## src/rtl/uart_pkg.sv

```systemverilog
// uart_pkg: shared receiver state encoding and default bit timing for the 6 MHz HFOSC clock.
package uart_pkg;
  localparam int CLK_HZ = 6_000_000;
  localparam int BAUD = 115_200;
  localparam int DEF_CLKS_PER_BIT = CLK_HZ / BAUD;
  typedef enum logic [2:0] {
    S_IDLE      = 3'd0,
    S_START     = 3'd1,
    S_DATA      = 3'd2,
    S_STOP      = 3'd3,
    S_WAIT_IDLE = 3'd4
  } state_t;
endpackage

```

## src/rtl/uart_rx_byte.sv

```systemverilog
// uart_rx_byte: synchronizes rx and deframes one 8N1 byte, pulsing byte_valid or frame_err.
module uart_rx_byte
  import uart_pkg::*;
#(
  parameter int CLKS_PER_BIT = DEF_CLKS_PER_BIT,
  parameter int CNT_W = 8
) (
  input  logic       clk,
  input  logic       rst_n,
  input  logic       rx,
  output logic [7:0] byte_data,
  output logic       byte_valid,
  output logic       frame_err
);
  localparam logic [CNT_W-1:0] HALF = CNT_W'(CLKS_PER_BIT / 2 - 1);
  localparam logic [CNT_W-1:0] FULL = CNT_W'(CLKS_PER_BIT - 1);
  state_t state, state_n;
  logic [CNT_W-1:0] timer, timer_n;
  logic [2:0] idx, idx_n;
  logic [7:0] shreg, shreg_n;
  logic sync1, rx_s, valid_n, err_n;
  assign byte_data = shreg;
  always_ff @(posedge clk) begin
    if (!rst_n) begin
      sync1 <= 1'b1;
      rx_s <= 1'b1;
      state <= S_IDLE;
      timer <= '0;
      idx <= '0;
      shreg <= '0;
      byte_valid <= 1'b0;
      frame_err <= 1'b0;
    end else begin
      sync1 <= rx;
      rx_s <= sync1;
      state <= state_n;
      timer <= timer_n;
      idx <= idx_n;
      shreg <= shreg_n;
      byte_valid <= valid_n;
      frame_err <= err_n;
    end
  end
  // Timer idles at zero outside the timed states so each timed state starts counting from 0.
  always_comb begin
    state_n = state;
    timer_n = timer + 1'b1;
    idx_n = idx;
    shreg_n = shreg;
    valid_n = 1'b0;
    err_n = 1'b0;
    case (state)
      S_IDLE: begin
        timer_n = '0;
        state_n = rx_s ? S_IDLE : S_START;
      end
      S_START: if (timer == HALF) begin
        timer_n = '0;
        idx_n = '0;
        state_n = rx_s ? S_IDLE : S_DATA;
      end
      S_DATA: if (timer == FULL) begin
        timer_n = '0;
        shreg_n = {rx_s, shreg[7:1]};
        idx_n = idx + 1'b1;
        state_n = (idx == 3'd7) ? S_STOP : S_DATA;
      end
      S_STOP: if (timer == FULL) begin
        timer_n = '0;
        valid_n = rx_s;
        err_n = !rx_s;
        state_n = rx_s ? S_IDLE : S_WAIT_IDLE;
      end
      S_WAIT_IDLE: begin
        timer_n = '0;
        state_n = rx_s ? S_IDLE : S_WAIT_IDLE;
      end
      default: begin
        timer_n = '0;
        state_n = S_IDLE;
      end
    endcase
  end
endmodule

```

## src/rtl/uart_word_rx.sv

```systemverilog
// uart_word_rx: packs four UART bytes little-endian into a word held in a one-entry valid/ready buffer.
module uart_word_rx
  import uart_pkg::*;
#(
  parameter int CLKS_PER_BIT = DEF_CLKS_PER_BIT,
  parameter int CNT_W = 8
) (
  input  logic        clk,
  input  logic        rst_n,
  input  logic        rx,
  output logic [31:0] word_out,
  output logic        word_valid,
  input  logic        word_ready,
  output logic        frame_err,
  output logic        overrun
);
  logic [7:0] byte_data;
  logic byte_valid, done, take;
  logic [1:0] cnt;
  logic [23:0] assembly;
  uart_rx_byte #(.CLKS_PER_BIT(CLKS_PER_BIT), .CNT_W(CNT_W)) u_byte (
    .clk(clk),
    .rst_n(rst_n),
    .rx(rx),
    .byte_data(byte_data),
    .byte_valid(byte_valid),
    .frame_err(frame_err)
  );
  assign done = byte_valid && cnt == 2'd3;
  assign take = done && (!word_valid || word_ready);
  // Bytes shift in from the top so byte 0 ends up in [7:0] once byte 3 arrives.
  always_ff @(posedge clk) begin
    if (!rst_n) begin
      cnt <= '0;
      assembly <= '0;
      word_out <= '0;
      word_valid <= 1'b0;
      overrun <= 1'b0;
    end else begin
      overrun <= done && !take;
      if (frame_err) cnt <= '0;
      else if (byte_valid) begin
        cnt <= cnt + 1'b1;
        assembly <= {byte_data, assembly[23:8]};
      end
      if (take) begin
        word_out <= {byte_data, assembly};
        word_valid <= 1'b1;
      end else if (word_valid && word_ready) word_valid <= 1'b0;
    end
  end
endmodule
```

## config.mk

```make
export PLATFORM = sky130hd
export DESIGN_NAME = uart_word_rx
export DESIGN_NICKNAME = d
export VERILOG_FILES = /design/src/rtl/uart_pkg.sv /design/src/rtl/uart_rx_byte.sv /design/src/rtl/uart_word_rx.sv
export SDC_FILE = /design/constraint.sdc
export NUM_CORES = 1
export LEC_CHECK = 0
export BUFFER_PORTS_ARGS = -buffer_cell sky130_fd_sc_hd__buf_2
export CAP_MARGIN = 40
export CORE_AREA = 5 5 80 100
export DETAILED_ROUTE_END_ITERATION = 7
export DIE_AREA = 0 0 85 105
export PLACE_DENSITY = 0.73
export SLEW_MARGIN = 20
export SYNTH_ARGS = -nofsm -noshare
export SYNTH_HDL_FRONTEND = slang
export SYNTH_SLANG_ARGS = --single-unit
```

## constraint.sdc

```tcl
create_clock -name clk -period 2.5 [get_ports clk]
set_clock_uncertainty 0.1 [all_clocks]
set_input_delay 0.25 -clock clk [delete_from_list [all_inputs] [get_ports clk]]
set_output_delay 0.25 -clock clk [all_outputs]
set_load 0.005 [all_outputs]
```

==> results.txt, run 1 <==
----------------------------------------------------
[Power and ir drop]
  Switching pwr ... 550 uW
  Static Leakage ... 0.00133 uW
  Power Density ... 616 mW/mm^2
  Worst VDD drop ... 351 uV
  Sequential fraction of design power ... 59.4%
  Share of total power in combinational logic ... 1.9%
  Clock power share ... 38.7%
  Switching share of power ... 23.8%
  Cell-internal power ... 1760 uW

[Logic synthesis]
  Syn Nets ... 391
  Share of cell area taken by muxes after synthesis ... 0.301%
  Sequential-to-total area share from yosys stat ... 51.7%
  Area fraction in and, or, nand and nor cells after synthesis ... 22.4%
  Count of unique library cells instantiated by Yosys ... 35
  Average size of a mapped cell ... 8.72 sq um
  Main combinational cell family by area after synthesis ... simple AND/OR/NAND/NOR gates
  Mapped Cells ... 382
  Xor-xnor portion of the synthesized cell area ... 1.58%
  FF+latch count, synth ... 86
  Main synth FF type ... sky130_fd_sc_hd__dfxtp_1
  Largest area contributor in the netlist ... sky130_fd_sc_hd__dfxtp_1
  Area share of the leading cell type in the synthesized netlist ... 51.7%
  Synthesis Warnings ... 0
  Area share of fa/ha/maj cells after synthesis ... 1.88%
  Count of flip-flops with a built-in enable after synthesis ... 0
  Cell area after synthesis ... 0.00333 sq mm
  Async SR Flop Fraction ... 0%
  Complex-gate fraction of the synthesized area ... 18.3%
  Ranking of synthesized cells by area ... sky130_fd_sc_hd__dfxtp_1 52%, sky130_fd_sc_hd__nand2_1 14%, sky130_fd_sc_hd__a21boi_0 13%

[Floorplan]
  Core region area ... 0.00689 sq mm
  Die boundary height ... 105 um
  Die footprint ... 0.00893 sq mm
  Horizontal extent of the die ... 85 um
  IO Pins ... 39
  Initial cell density of the core ... 48.3%
  Number of placement rows ... 34

[STA]
  Setup repair after global routing missed its margin ... false
  Relative slew margins ... 63.6%
  Worst slack on hold paths ... 59.0 ps
  Count of endpoints failing setup in the final report ... 0
  Total negative slack ... 0 ps
  Final count of pins violating max slew ... 0
  Hold Violations, Final ... 0
  Slew at the pin closest to its max-slew limit ... 541 ps
  Final period util ... 78.0%
  Peak Freq ... 513 MHz
  Crit path time final ... 1950 ps

[Clocking]
  CTS tree ... built
  Number of buffers inserted by post-CTS setup repair ... 0
  Number of H-tree levels ... 3
  Clock buffer depth ... 2
  Number of buffers created by CTS ... 9
  Post-CTS Hold Buffers ... 1
  Clock Latency Late Sink ... 350 ps
  CTS clock-pin slew for the worst setup and hold paths ... 90 ps
  Root buf cell ... sky130_fd_sc_hd__clkbuf_8
  Total of cells resized after clock tree synthesis ... 0
  Clock sink count ... 86

[Worst setup path]
  Cells on worst reg2reg path ... 5
  Crit path required time ... 2650 ps
  Capture point of the worst reg-to-reg path ... u_byte.byte_data[3]
  Critical path capture point ... u_byte.byte_data[3]
  Reg-to-reg slack, setup ... 550 ps
  Startpoint type of the worst setup path ... register
  Reg-to-reg startpoint ... u_byte.timer[0]
  Setup crit start ... u_byte.timer[0]
  Element type at the critical path end ... register
  Data arrival time of the critical path ... 2090 ps
  Kind of critical path ... reg -> reg
  Worst-path maximum fanout ... 19

[Layout]
  Share of final-layout standard cells stronger than drive strength 1 ... 17.2%
  Commonest cells after routing, fill and taps aside ... 126 x sky130_fd_sc_hd__nand2_1, 86 x sky130_fd_sc_hd__dfxtp_1, 57 x sky130_fd_sc_hd__a21boi_0
  Area added between synthesis and finish ... 12.8%
  Nets ... 423
  Number of antenna repair diodes ... 0
  Leading cell type in the layout, fill and taps excluded ... sky130_fd_sc_hd__nand2_1
  Final cell area excluding filler cells ... 0.00376 sq mm

[Detailed routing]
  DRC violation count after routing ... 0
  DRT antenna net count ... 0
  Initial DRC Count ... 126
  Total detailed-routing wirelength ... 6340 um
  Via count of the routed design ... 2,523
  Wire length per cell after detailed routing ... 12.5 um
  Via density per instance ... 4.96
  1st-pass router iterations ... 4

[Global route]
  Via count of the first global-routing pass ... 2,463
  Antenna violations before repair ... 0
  Total Routing Usage GR ... 15.0%
  Largest net degree at the start of global routing ... 33
  Global-route wire length before repair ... 11,000 um
  Congestion Overflow GR ... 0

[Placed design]
  HPWL Detailed ... 4260 um
  Count of input and output buffers ... 38
  Post-placement cell area ... 0.00356 sq mm
  RD Place Congestion ... 0.876

[Flow run]
  Max-cap violations ... 0

[Min path]
  Kind of path behind the tightest hold check ... in -> reg

[Run status]
  Run status ... finished clean

----------------------------------------------------
==> cell families (layout without fill, tap and decap cells) <==
logic type,Yosys count,count (layout)
buffers and inverters,27,64
xor gates and xnor gates,6,6
AOI/OAI and AO/OA,82,82
adders and majority gates,5,5
DFF,86,86
muxes,1,1
and+or+nand+nor,175,175
==> power groups by stage <==
| stage | combinational, uW | sequential [uW] | clock (uW) |
|---|---|---|---|
| floorplan | 33.0 | 1410 | 0 |
| global placement | 41.6 | 1410 | 0 |
| detailed placement | 42.1 | 1410 | 0 |
| CTS | 43.3 | 1370 | 932 |
| global route | 47.7 | 1380 | 980 |
| finish | 43.1 | 1370 | 895 |
==> cell usage after synthesis (all sizes together) (5+ instances only) <==
library cell,n
a21boi,57
nand3,13
ha,5
nand2b,9
dfxtp,86
buf,5
clkbuf,19
o21ai,12
nor2,15
nand2,126
==> stage by stage <==
step / power [uW] / instances / util [%] / setup WS [ps]
floorplan: 1440 / 382 / - / 593
global placement: 1450 / 492 / 51.7 / 595
detailed placement: 1450 / 492 / 51.7 / 567
CTS: 2350 / 509 / 54.5 / 553
global route: 2400 / 509 / 54.5 / 401
finish: 2310 / 509 / 54.5 / 551
==> layout make-up <==
| class | instances | area [sq um] |
|---|---|---|
| Clock inverter | 7 | 57.6 |
| Fill cell | 668 | 3140 |
| Tap cell | 90 | 113 |
| Inverter | 3 | 11.3 |
| Multi-Input combinational cell | 269 | 1480 |
| Sequential cell | 86 | 1720 |
| Clock buffer | 9 | 124 |
| Timing Repair Buffer | 45 | 245 |
==> registers in the layout, summed over array words and instances, names as in the netlist <==
register,cells
u_byte.byte_data,8
u_byte.rx_s,1
cnt,2
overrun,1
u_byte.frame_err,1
u_byte.sync1,1
u_byte.byte_valid,1
word_out,32
u_byte.state,3
word_valid,1
assembly,24
u_byte.idx,3
u_byte.timer,8
==> layer usage <==
layer  track usage (%)  up-vias  share of wire, %
li1                  -     1326                 -
met5                 0        -                 0
met1              17.0     1142                45
met2              25.6       44                48
met4              8.48        0               2.1
met3              3.54       11               4.9
==> worst max-delay path, cell delays in order, from the launching register on <==
cell and delay, ps:
sky130_fd_sc_hd__dfxtp_1 400, sky130_fd_sc_hd__ha_1 230, sky130_fd_sc_hd__nand3_1 190, sky130_fd_sc_hd__or4_4 710
sky130_fd_sc_hd__nand3_1 150, sky130_fd_sc_hd__o21ai_2 60
==> how the worst min path moves through the flow <==
stage	start	endpoint	slack, ps	depth (start not counted)
floorplan	rx	u_byte.sync1	250	1
detailed placement	u_byte.sync1	u_byte.rx_s	300	1
global placement	u_byte.sync1	u_byte.rx_s	290	1
CTS	word_ready	overrun	40	4
finish	word_ready	overrun	60	4
global route	word_ready	overrun	80	4
Note: power is estimated with default switching activity, not from simulation.
==> inputs of run 2 (changes only) <==
--- a/config.mk
+++ b/config.mk
@@ -10,7 +10,7 @@
 export CORE_AREA = 5 5 80 100
 export DETAILED_ROUTE_END_ITERATION = 7
 export DIE_AREA = 0 0 85 105
-export PLACE_DENSITY = 0.73
+export PLACE_DENSITY = 0.76
 export SLEW_MARGIN = 20
 export SYNTH_ARGS = -nofsm -noshare
 export SYNTH_HDL_FRONTEND = slang
==> constraint.sdc (replaced) <==
create_clock -name clk -period 1.63 [get_ports clk]
set_clock_uncertainty 0.1 [all_clocks]
set_input_delay 0.163 -clock clk [delete_from_list [all_inputs] [get_ports clk]]
set_output_delay 0.163 -clock clk [all_outputs]
set_load 0.005 [all_outputs]
==> run 2 against run 1 <==
The flow now finishes with violations (setup timing). Die area stayed put. Clock-buffer cell count grew 2. Cell count is 3.9% higher. Cell area increased by 7.8%. Clock power up 60%. Critical path type unchanged. Critical endpoint is now u_byte.state[2]. Largest cell class unchanged. Highest routed layer unchanged.
==> results.txt, run 2 (same netlist as run 1, synthesis figures left out) <==
----------------------------------------------------
[STA]
  Final period util ... 109% (was 78.0%)
  Crit path time final ... 1780 ps (was 1950 ps)
  Setup repair after global routing missed its margin ... true (was false)
  Final count of pins violating max slew ... 0 (unchanged)
  Slew at the pin closest to its max-slew limit ... 345 ps (was 541 ps)
  Hold Violations, Final ... 0 (unchanged)
  Peak Freq ... 562 MHz (was 513 MHz)
  Relative slew margins ... 76.9% (was 63.6%)
  Count of endpoints failing setup in the final report ... 20 (was 0)
  Fin worst setup slack ... -149 ps (was 551 ps)

[Power and ir drop]
  Worst VDD drop ... 621 uV (was 351 uV)
  Power Density ... 894 mW/mm^2 (was 616 mW/mm^2)
  Static Leakage ... 0.00147 uW (was 0.00133 uW)

[Detailed routing]
  Wire length on met1 ... 2970 um (was 2830 um)
  Wire length per cell after detailed routing ... 12.9 um (was 12.5 um)
  Via density per instance ... 4.99 (was 4.96)
  Length of routed met3 wiring ... 313 um (was 310 um)
  Via count of the routed design ... 2,638 (was 2,523)
  Top Metal Used ... met4 (unchanged)
  Initial DRC Count ... 143 (was 126)
  1st-pass router iterations ... 4 (unchanged)
  Met2 wirelength from detailed routing ... 3440 um (was 3070 um)
  DRC violation count after routing ... 0 (unchanged)
  Total detailed-routing wirelength ... 6820 um (was 6340 um)
  DRT antenna net count ... 0 (unchanged)

[Floorplan]
  Die boundary height ... 105 um (unchanged)
  IO Pins ... 39 (unchanged)
  Die footprint ... 0.00893 sq mm (unchanged)
  Core region area ... 0.00689 sq mm (unchanged)
  Initial cell density of the core ... 48.3% (unchanged)
  Number of placement rows ... 34 (unchanged)
  Horizontal extent of the die ... 85 um (unchanged)

[Worst setup path]
  Kind of critical path ... reg -> reg (unchanged)
  Startpoint type of the worst setup path ... register (unchanged)
  Crit path required time ... 1830 ps (was 2650 ps)
  Element type at the critical path end ... register (unchanged)
  Data arrival time of the critical path ... 1970 ps (was 2090 ps)
  Worst-path maximum fanout ... 4 (was 19)

[Clocking]
  Clock buffer depth ... 2 (unchanged)
  Number of H-tree levels ... 3 (unchanged)
  Root buf cell ... sky130_fd_sc_hd__clkbuf_8 (unchanged)
  CTS tree ... built (unchanged)
  Number of buffers created by CTS ... 9 (unchanged)
  Clock Latency Late Sink ... 360 ps (was 350 ps)
  Clock sink count ... 86 (unchanged)
  CTS clock-pin slew for the worst setup and hold paths ... 90 ps (about the same)

[Run status]
  Run status ... finished with violations (was finished clean)
  Violations in the final reports ... setup timing

[Layout]
  Area added between synthesis and finish ... 21.5% (was 12.8%)
  Top register by number of flip-flops ... word_out (unchanged)
  Leading cell type in the layout, fill and taps excluded ... sky130_fd_sc_hd__nand2_1 (unchanged)
  Commonest cells after routing, fill and taps aside ... 126 x sky130_fd_sc_hd__nand2_1, 84 x sky130_fd_sc_hd__dfxtp_1, 57 x sky130_fd_sc_hd__a21boi_0 (was 126 x sky130_fd_sc_hd__nand2_1, 86 x sky130_fd_sc_hd__dfxtp_1, 57 x sky130_fd_sc_hd__a21boi_0)
  Nets ... 443 (was 423)
  Share of final-layout standard cells stronger than drive strength 1 ... 23.9% (was 17.2%)
  Max FFs per register ... 32 (unchanged)
  Number of antenna repair diodes ... 0 (unchanged)
  Largest registers ... word_out (32), assembly (24) (unchanged)
  Utilization after layout ... 58.7% (was 54.5%)

[Global route]
  Global-route wire length before repair ... 11,800 um (was 11,000 um)
  Total Routing Usage GR ... 16.1% (was 15.0%)
  Congestion Overflow GR ... 0 (unchanged)
  Antenna violations before repair ... 0 (unchanged)
  Largest net degree at the start of global routing ... 85 (was 33)
  Via count of the first global-routing pass ... 2,497 (was 2,463)

[Placed design]
  Setup Slack @ Placement ... -209 ps (was 567 ps)
  Count of input and output buffers ... 38 (unchanged)
  RD Place Congestion ... 0.820 (was 0.876)
  HPWL Detailed ... 4450 um (was 4260 um)

[Min path]
  Kind of path behind the tightest hold check ... in -> reg (unchanged)

[Flow run]
  Max-cap violations ... 0 (unchanged)

----------------------------------------------------
==> run 2: changes by cell type in the layout (fill, tap and decap cells not counted), sizes merged <==
cell,previous run,this run
buf,44,61
clkbuf,9,11
or4,3,5
clkinvlp,3,2
dlygate4sd3,1,2
inv,6,5
==> run 2: worst paths after layout <==
check | slack [ps] | start | cells past startpoint | endpoint
max | -150 | u_byte.state[2] | 4 | u_byte.state[2]
min | 60 | rst_n | 3 | u_byte.state[1]
max reg2reg | -150 | u_byte.state[2] | 4 | u_byte.state[2]
min reg2reg | 310 | u_byte.sync1 | 1 | u_byte.rx_s
==> run 2: cell type report <==
cell class                 instances  area (sq um)
fill                             622          2840
sequential                        86          1720
multi-input combinational        271          1570
timing repair buffer              63           440
clock buffer                      11           151
tap                               90           113
clock inverter                     5          41.3
inverter                           3          11.3
==> run 2: repair_timing <==
action | CTS | global route
endpoints found under the hold margin | 2 | 0
hold buffers | 2 | 0
endpoints found under the setup margin | 23 | 24
pin swaps | 15 | 6
resized for setup | 19 | 2
gates cloned | 2 | 0
setup buffers | 1 | 1
==> run 2: worst max-delay path, stage by stage (launching register included) <==
cell and delay (ps):
sky130_fd_sc_hd__dfxtp_1 330, sky130_fd_sc_hd__or4_4 560, sky130_fd_sc_hd__buf_4 160, sky130_fd_sc_hd__or4_4 440
sky130_fd_sc_hd__a21oi_2 130
==> run 2: per-stage QoR <==
| stage | instances | hold slack, ps | setup TNS, ps | cell area [sq um] | power, uW |
|---|---|---|---|---|---|
| after floorplan | 382 | 164 | -3390 | 3330 | 2210 |
| after global placement | 507 | 248 | -1830 | 3730 | 2230 |
| after CTS | 528 | 50.4 | -1760 | 4030 | 3630 |
| final | 529 | 56.1 | -1570 | 4050 | 3620 |
| after global routing | 529 | 69.6 | -3100 | 4050 | 3750 |
| after detailed placement | 507 | 253 | -2770 | 3730 | 2230 |
==> run 2: routing by layer <==
metal / track usage [%] / vias up
met2: 27.2 / 43
li1: - / 1371
met3: 4.80 / 9
met1: 19.4 / 1215
met5: 0 / -
met4: 5.09 / 0
==> run 2: where the power goes <==
part / leakage (uW) / internal (uW) / total [uW] / switching (uW)
sequential: 0.000694 / 2100 / 2110 / 6.00
combinational: 0.000680 / 37.3 / 76.5 / 39.1
clock: 0.0000926 / 650 / 1430 / 784
total: 0.00147 / 2790 / 3620 / 829
==> inputs of run 3 (changes only) <==
--- a/config.mk
+++ b/config.mk
@@ -7,11 +7,13 @@
 export LEC_CHECK = 0
 export BUFFER_PORTS_ARGS = -buffer_cell sky130_fd_sc_hd__buf_2
 export CAP_MARGIN = 40
-export CORE_AREA = 5 5 80 100
+export CORE_AREA = 5 5 82 103
 export DETAILED_ROUTE_END_ITERATION = 7
-export DIE_AREA = 0 0 85 105
+export DIE_AREA = 0 0 87 108
 export PLACE_DENSITY = 0.76
+export RECOVER_POWER = 25
 export SLEW_MARGIN = 20
 export SYNTH_ARGS = -nofsm -noshare
 export SYNTH_HDL_FRONTEND = slang
+export SYNTH_HIERARCHICAL = 1
 export SYNTH_SLANG_ARGS = --single-unit
==> run 3 against run 2 <==
Sequential share of layout area shrank 1.3 points. Core utilization down 1.5 points. Clock power is 18% higher. Area after synthesis up 6.4%. Setup slack better by 110 ps. Critical endpoint is now u_byte/idx[1]. Non-clock buffer count down 1. Highest routed layer unchanged. The flow still finishes with violations (setup timing). First-iteration DRC count grew 15%. Power up 7.0%. Via count is 1.1% lower.
==> results.txt, run 3 <==
----------------------------------------------------
[Run status]
  Run status ... finished with violations (unchanged)
  Violations in the final reports ... setup timing (unchanged)

[Logic synthesis]
  Mapped Cells ... 380 (was 382)
  Synthesis Warnings ... 6 (was 0)
  Ranking of synthesized cells by area ... sky130_fd_sc_hd__dfxtp_1 49%, sky130_fd_sc_hd__nand2_1 12%, sky130_fd_sc_hd__mux2i_1 12% (was sky130_fd_sc_hd__dfxtp_1 52%, sky130_fd_sc_hd__nand2_1 14%, sky130_fd_sc_hd__a21boi_0 13%)
  Cell area after synthesis ... 0.00354 sq mm (was 0.00333 sq mm)
  Syn Nets ... 389 (was 391)
  Sequential-to-total area share from yosys stat ... 48.6% (was 51.7%)
  Async SR Flop Fraction ... 0% (unchanged)
  Largest area contributor in the netlist ... sky130_fd_sc_hd__dfxtp_1 (unchanged)
  Count of flip-flops with a built-in enable after synthesis ... 0 (unchanged)
  Leading cell type by number of instances after synthesis ... sky130_fd_sc_hd__nand2_1 (unchanged)
  FF+latch count, synth ... 86 (unchanged)
  Average size of a mapped cell ... 9.33 sq um (was 8.72 sq um)
  Count of unique library cells instantiated by Yosys ... 40 (was 35)
  Synth cell count leaders ... 118 x sky130_fd_sc_hd__nand2_1, 86 x sky130_fd_sc_hd__dfxtp_1, 44 x sky130_fd_sc_hd__mux2i_1 (was 126 x sky130_fd_sc_hd__nand2_1, 86 x sky130_fd_sc_hd__dfxtp_1, 57 x sky130_fd_sc_hd__a21boi_0)
  Area share of the leading cell type in the synthesized netlist ... 48.6% (was 51.7%)
  Main synth FF type ... sky130_fd_sc_hd__dfxtp_1 (unchanged)

[Layout]
  Number of antenna repair diodes ... 0 (unchanged)
  Share of final-layout standard cells stronger than drive strength 1 ... 19.4% (was 23.9%)
  Commonest cells after routing, fill and taps aside ... 118 x sky130_fd_sc_hd__nand2_1, 84 x sky130_fd_sc_hd__dfxtp_1, 43 x sky130_fd_sc_hd__mux2i_1 (was 126 x sky130_fd_sc_hd__nand2_1, 84 x sky130_fd_sc_hd__dfxtp_1, 57 x sky130_fd_sc_hd__a21boi_0)
  Max FFs per register ... 32 (unchanged)
  Filler instances ... 661 (was 622)
  Final cell area excluding filler cells ... 0.00419 sq mm (was 0.00405 sq mm)
  Leading cell type in the layout, fill and taps excluded ... sky130_fd_sc_hd__nand2_1 (unchanged)
  Nets ... 437 (was 443)
  Top register by number of flip-flops ... word_out (unchanged)
  Largest registers ... word_out (32), assembly (24) (unchanged)
  Area added between synthesis and finish ... 18.1% (was 21.5%)

[Min path]
  Worst hold path stage count ... 4 (was 3)
  Hold Crit Start ... word_ready (was rst_n)
  Kind of path behind the tightest hold check ... in -> reg (unchanged)

[Detailed routing]
  1st-pass router iterations ... 4 (unchanged)
  DRT antenna net count ... 0 (unchanged)
  Via density per instance ... 4.97 (was 4.99)
  DRC violation count after routing ... 0 (unchanged)
  Initial DRC Count ... 164 (was 143)
  Total detailed-routing wirelength ... 6620 um (was 6820 um)
  Wire length per cell after detailed routing ... 12.6 um (was 12.9 um)
  Via count of the routed design ... 2,609 (was 2,638)

[Power and ir drop]
  Sequential fraction of design power ... 54.3% (was 58.3%)
  Switching share of power ... 22.1% (was 22.9%)
  Switching pwr ... 856 uW (was 829 uW)
  Power Density ... 925 mW/mm^2 (was 894 mW/mm^2)
  Share of total power in combinational logic ... 2.0% (was 2.1%)
  Clock power share ... 43.7% (was 39.6%)
  Total power ... 3870 uW (was 3620 uW)
  Static Leakage ... 0.00150 uW (was 0.00147 uW)
  Cell-internal power ... 3020 uW (was 2790 uW)
  Worst VDD drop ... 593 uV (was 621 uV)

[Floorplan]
  Die footprint ... 0.00940 sq mm (was 0.00893 sq mm)
  Die boundary height ... 108 um (was 105 um)
  Horizontal extent of the die ... 87 um (was 85 um)
  Core region area ... 0.00731 sq mm (was 0.00689 sq mm)
  IO Pins ... 39 (unchanged)
  Number of placement rows ... 35 (was 34)
  Initial cell density of the core ... 48.5% (was 48.3%)

[Clocking]
  Clock Latency Late Sink ... 360 ps (about the same)
  CTS clock-pin slew for the worst setup and hold paths ... 100 ps (was 90 ps)
  CTS tree ... built (unchanged)
  Root buf cell ... sky130_fd_sc_hd__clkbuf_8 (unchanged)
  Number of H-tree levels ... 3 (unchanged)
  Clock buffer depth ... 2 (unchanged)
  Number of buffers created by CTS ... 9 (unchanged)
  Clock sink count ... 86 (unchanged)

[Worst setup path]
  Element type at the critical path end ... register (unchanged)
  Crit-path cells ... inv_2 > ha_4 > and4b_4 > a22oi_2 > or3b_4 > mux2i_1 (was or4_4 > buf_4 > or4_4 > a21oi_2)
  Startpoint type of the worst setup path ... register (unchanged)
  Reg-to-reg startpoint ... u_byte/timer[1] (was u_byte.state[2])
  Reg-to-reg slack, setup ... -40 ps (was -150 ps)
  Critical Path Slowest Stage Cell ... sky130_fd_sc_hd__or3b_4 (was sky130_fd_sc_hd__or4_4)
  Cells on worst reg2reg path ... 6 (was 4)
  Setup crit start ... u_byte/timer[1] (was u_byte.state[2])
  Crit path required time ... 1810 ps (was 1830 ps)
  Kind of critical path ... reg -> reg (unchanged)
  Data arrival time of the critical path ... 1850 ps (was 1970 ps)
  Slowest stage delay, CP ... 430 ps (was 560 ps)
  Worst-path maximum fanout ... 3 (was 4)

[STA]
  Count of endpoints failing setup in the final report ... 3 (was 20)
  Peak Freq ... 599 MHz (was 562 MHz)
  Fin worst setup slack ... -40.8 ps (was -149 ps)
  Relative slew margins ... 73.3% (was 76.9%)
  Final period util ... 103% (was 109%)
  Hold Violations, Final ... 0 (unchanged)
  Slew at the pin closest to its max-slew limit ... 400 ps (was 345 ps)
  Crit path time final ... 1670 ps (was 1780 ps)
  Final count of pins violating max slew ... 0 (unchanged)
  Setup repair after global routing missed its margin ... true (unchanged)

[Placed design]
  RD Place Congestion ... 0.741 (was 0.820)
  Setup Slack @ Placement ... -89.6 ps (was -209 ps)
  HPWL Detailed ... 4510 um (was 4450 um)
  Post-placement cell area ... 0.00388 sq mm (was 0.00373 sq mm)
  Count of input and output buffers ... 38 (unchanged)

[Global route]
  Total Routing Usage GR ... 15.1% (was 16.1%)
  Global-route wire length before repair ... 11,500 um (was 11,800 um)
  Antenna violations before repair ... 0 (unchanged)
  Via count of the first global-routing pass ... 2,517 (was 2,497)
  Congestion Overflow GR ... 0 (unchanged)
  Largest net degree at the start of global routing ... 107 (was 85)

[Flow run]
  Max-cap violations ... 0 (unchanged)

----------------------------------------------------
==> run 3: cell count changes in the layout (fill, tap and decap cells not counted), moves of 5 or more <==
| cell | before | now |
|---|---|---|
| sky130_fd_sc_hd__a21boi_0 | 57 | 0 |
| sky130_fd_sc_hd__a21boi_1 | 0 | 25 |
| sky130_fd_sc_hd__buf_2 | 38 | 26 |
| sky130_fd_sc_hd__clkbuf_1 | 0 | 12 |
| sky130_fd_sc_hd__mux2i_1 | 1 | 43 |
| sky130_fd_sc_hd__nand2_1 | 126 | 118 |
| sky130_fd_sc_hd__nand3_2 | 6 | 0 |
| sky130_fd_sc_hd__nor2b_1 | 3 | 12 |
| sky130_fd_sc_hd__o21ai_2 | 7 | 0 |
| sky130_fd_sc_hd__or4_4 | 5 | 0 |
==> run 3: cells by family after synthesis <==
group	after synthesis	share of synthesized area (%)
xor gates and xnor gates	7	1.73
AOI/OAI and AO/OA	34	7.80
adders and majority gates	5	1.76
muxes	44	12.4
buffers and inverters	27	5.12
DFF	86	48.6
and+or+nand+nor	177	22.6
==> run 3: repair_timing <==
action                                 CTS  global route
buffers inserted                         0             1
resized for setup                        2            13
endpoints found under the hold margin    3             0
pin swaps                                4             9
hold buffers                             3             0
setup endpoints to repair               14            22
gates cloned                             0             0
==> run 3: path summary, 6_finish.rpt <==
kind / end
worst min-delay path: overrun
worst max register to register: u_byte/idx[1]
worst max-delay path: u_byte/idx[1]
worst min register to register: u_byte/rx_s
==> run 3: through the flow <==
| step | instances | hold WS (ps) | utilization (%) | setup TNS (ps) |
|---|---|---|---|---|
| floorplan | 380 | 164 | - | 0 |
| global placement | 505 | 247 | 53.0 | -46.5 |
| detailed placement | 505 | 251 | 53.0 | -725 |
| CTS | 524 | 164 | 56.7 | -40.2 |
| global route | 525 | 183 | 57.3 | -515 |
| finish | 525 | 176 | 57.3 | -75.3 |
==> run 3: layout make-up <==
class | count | area [sq um] | area share [%]
multi-input combinational | 267 | 1710 | 40.8
inverter | 2 | 7.51 | 0.179
clock inverter | 7 | 105 | 2.51
timing repair buffer | 62 | 400 | 9.56
clock buffer | 9 | 124 | 2.96
sequential | 86 | 1730 | 41.3
tap | 92 | 115 | 2.75
==> run 3: critical path, delay by kind of cell, from the launching register on <==
family          cells  cell delay, ps
simple gates        2             680
fa+ha+maj           1             110
flops               1             370
mux                 1             180
compound gates      1              90
buf+inv             1              60
==> run 3: power by group through the flow <==
stage          Combinational [uW]  Clock (uW)  Sequential [uW]
2_1_floorplan                57.3           0             2150
3_3_place_gp                 70.8           0             2150
3_5_place_dp                 72.6           0             2150
4_1_cts                      78.4        1730             2110
5_1_grt                      87.6        1830             2100
6_report                     79.1        1690             2100
==> run 3: layer usage <==
metal	up-vias	share of wire, %	track usage, %
met4	0	1.2	5.46
met3	7	4.0	3.73
li1	1338	-	-
met5	-	0	0
met1	1225	42	17.6
met2	39	53	26.5
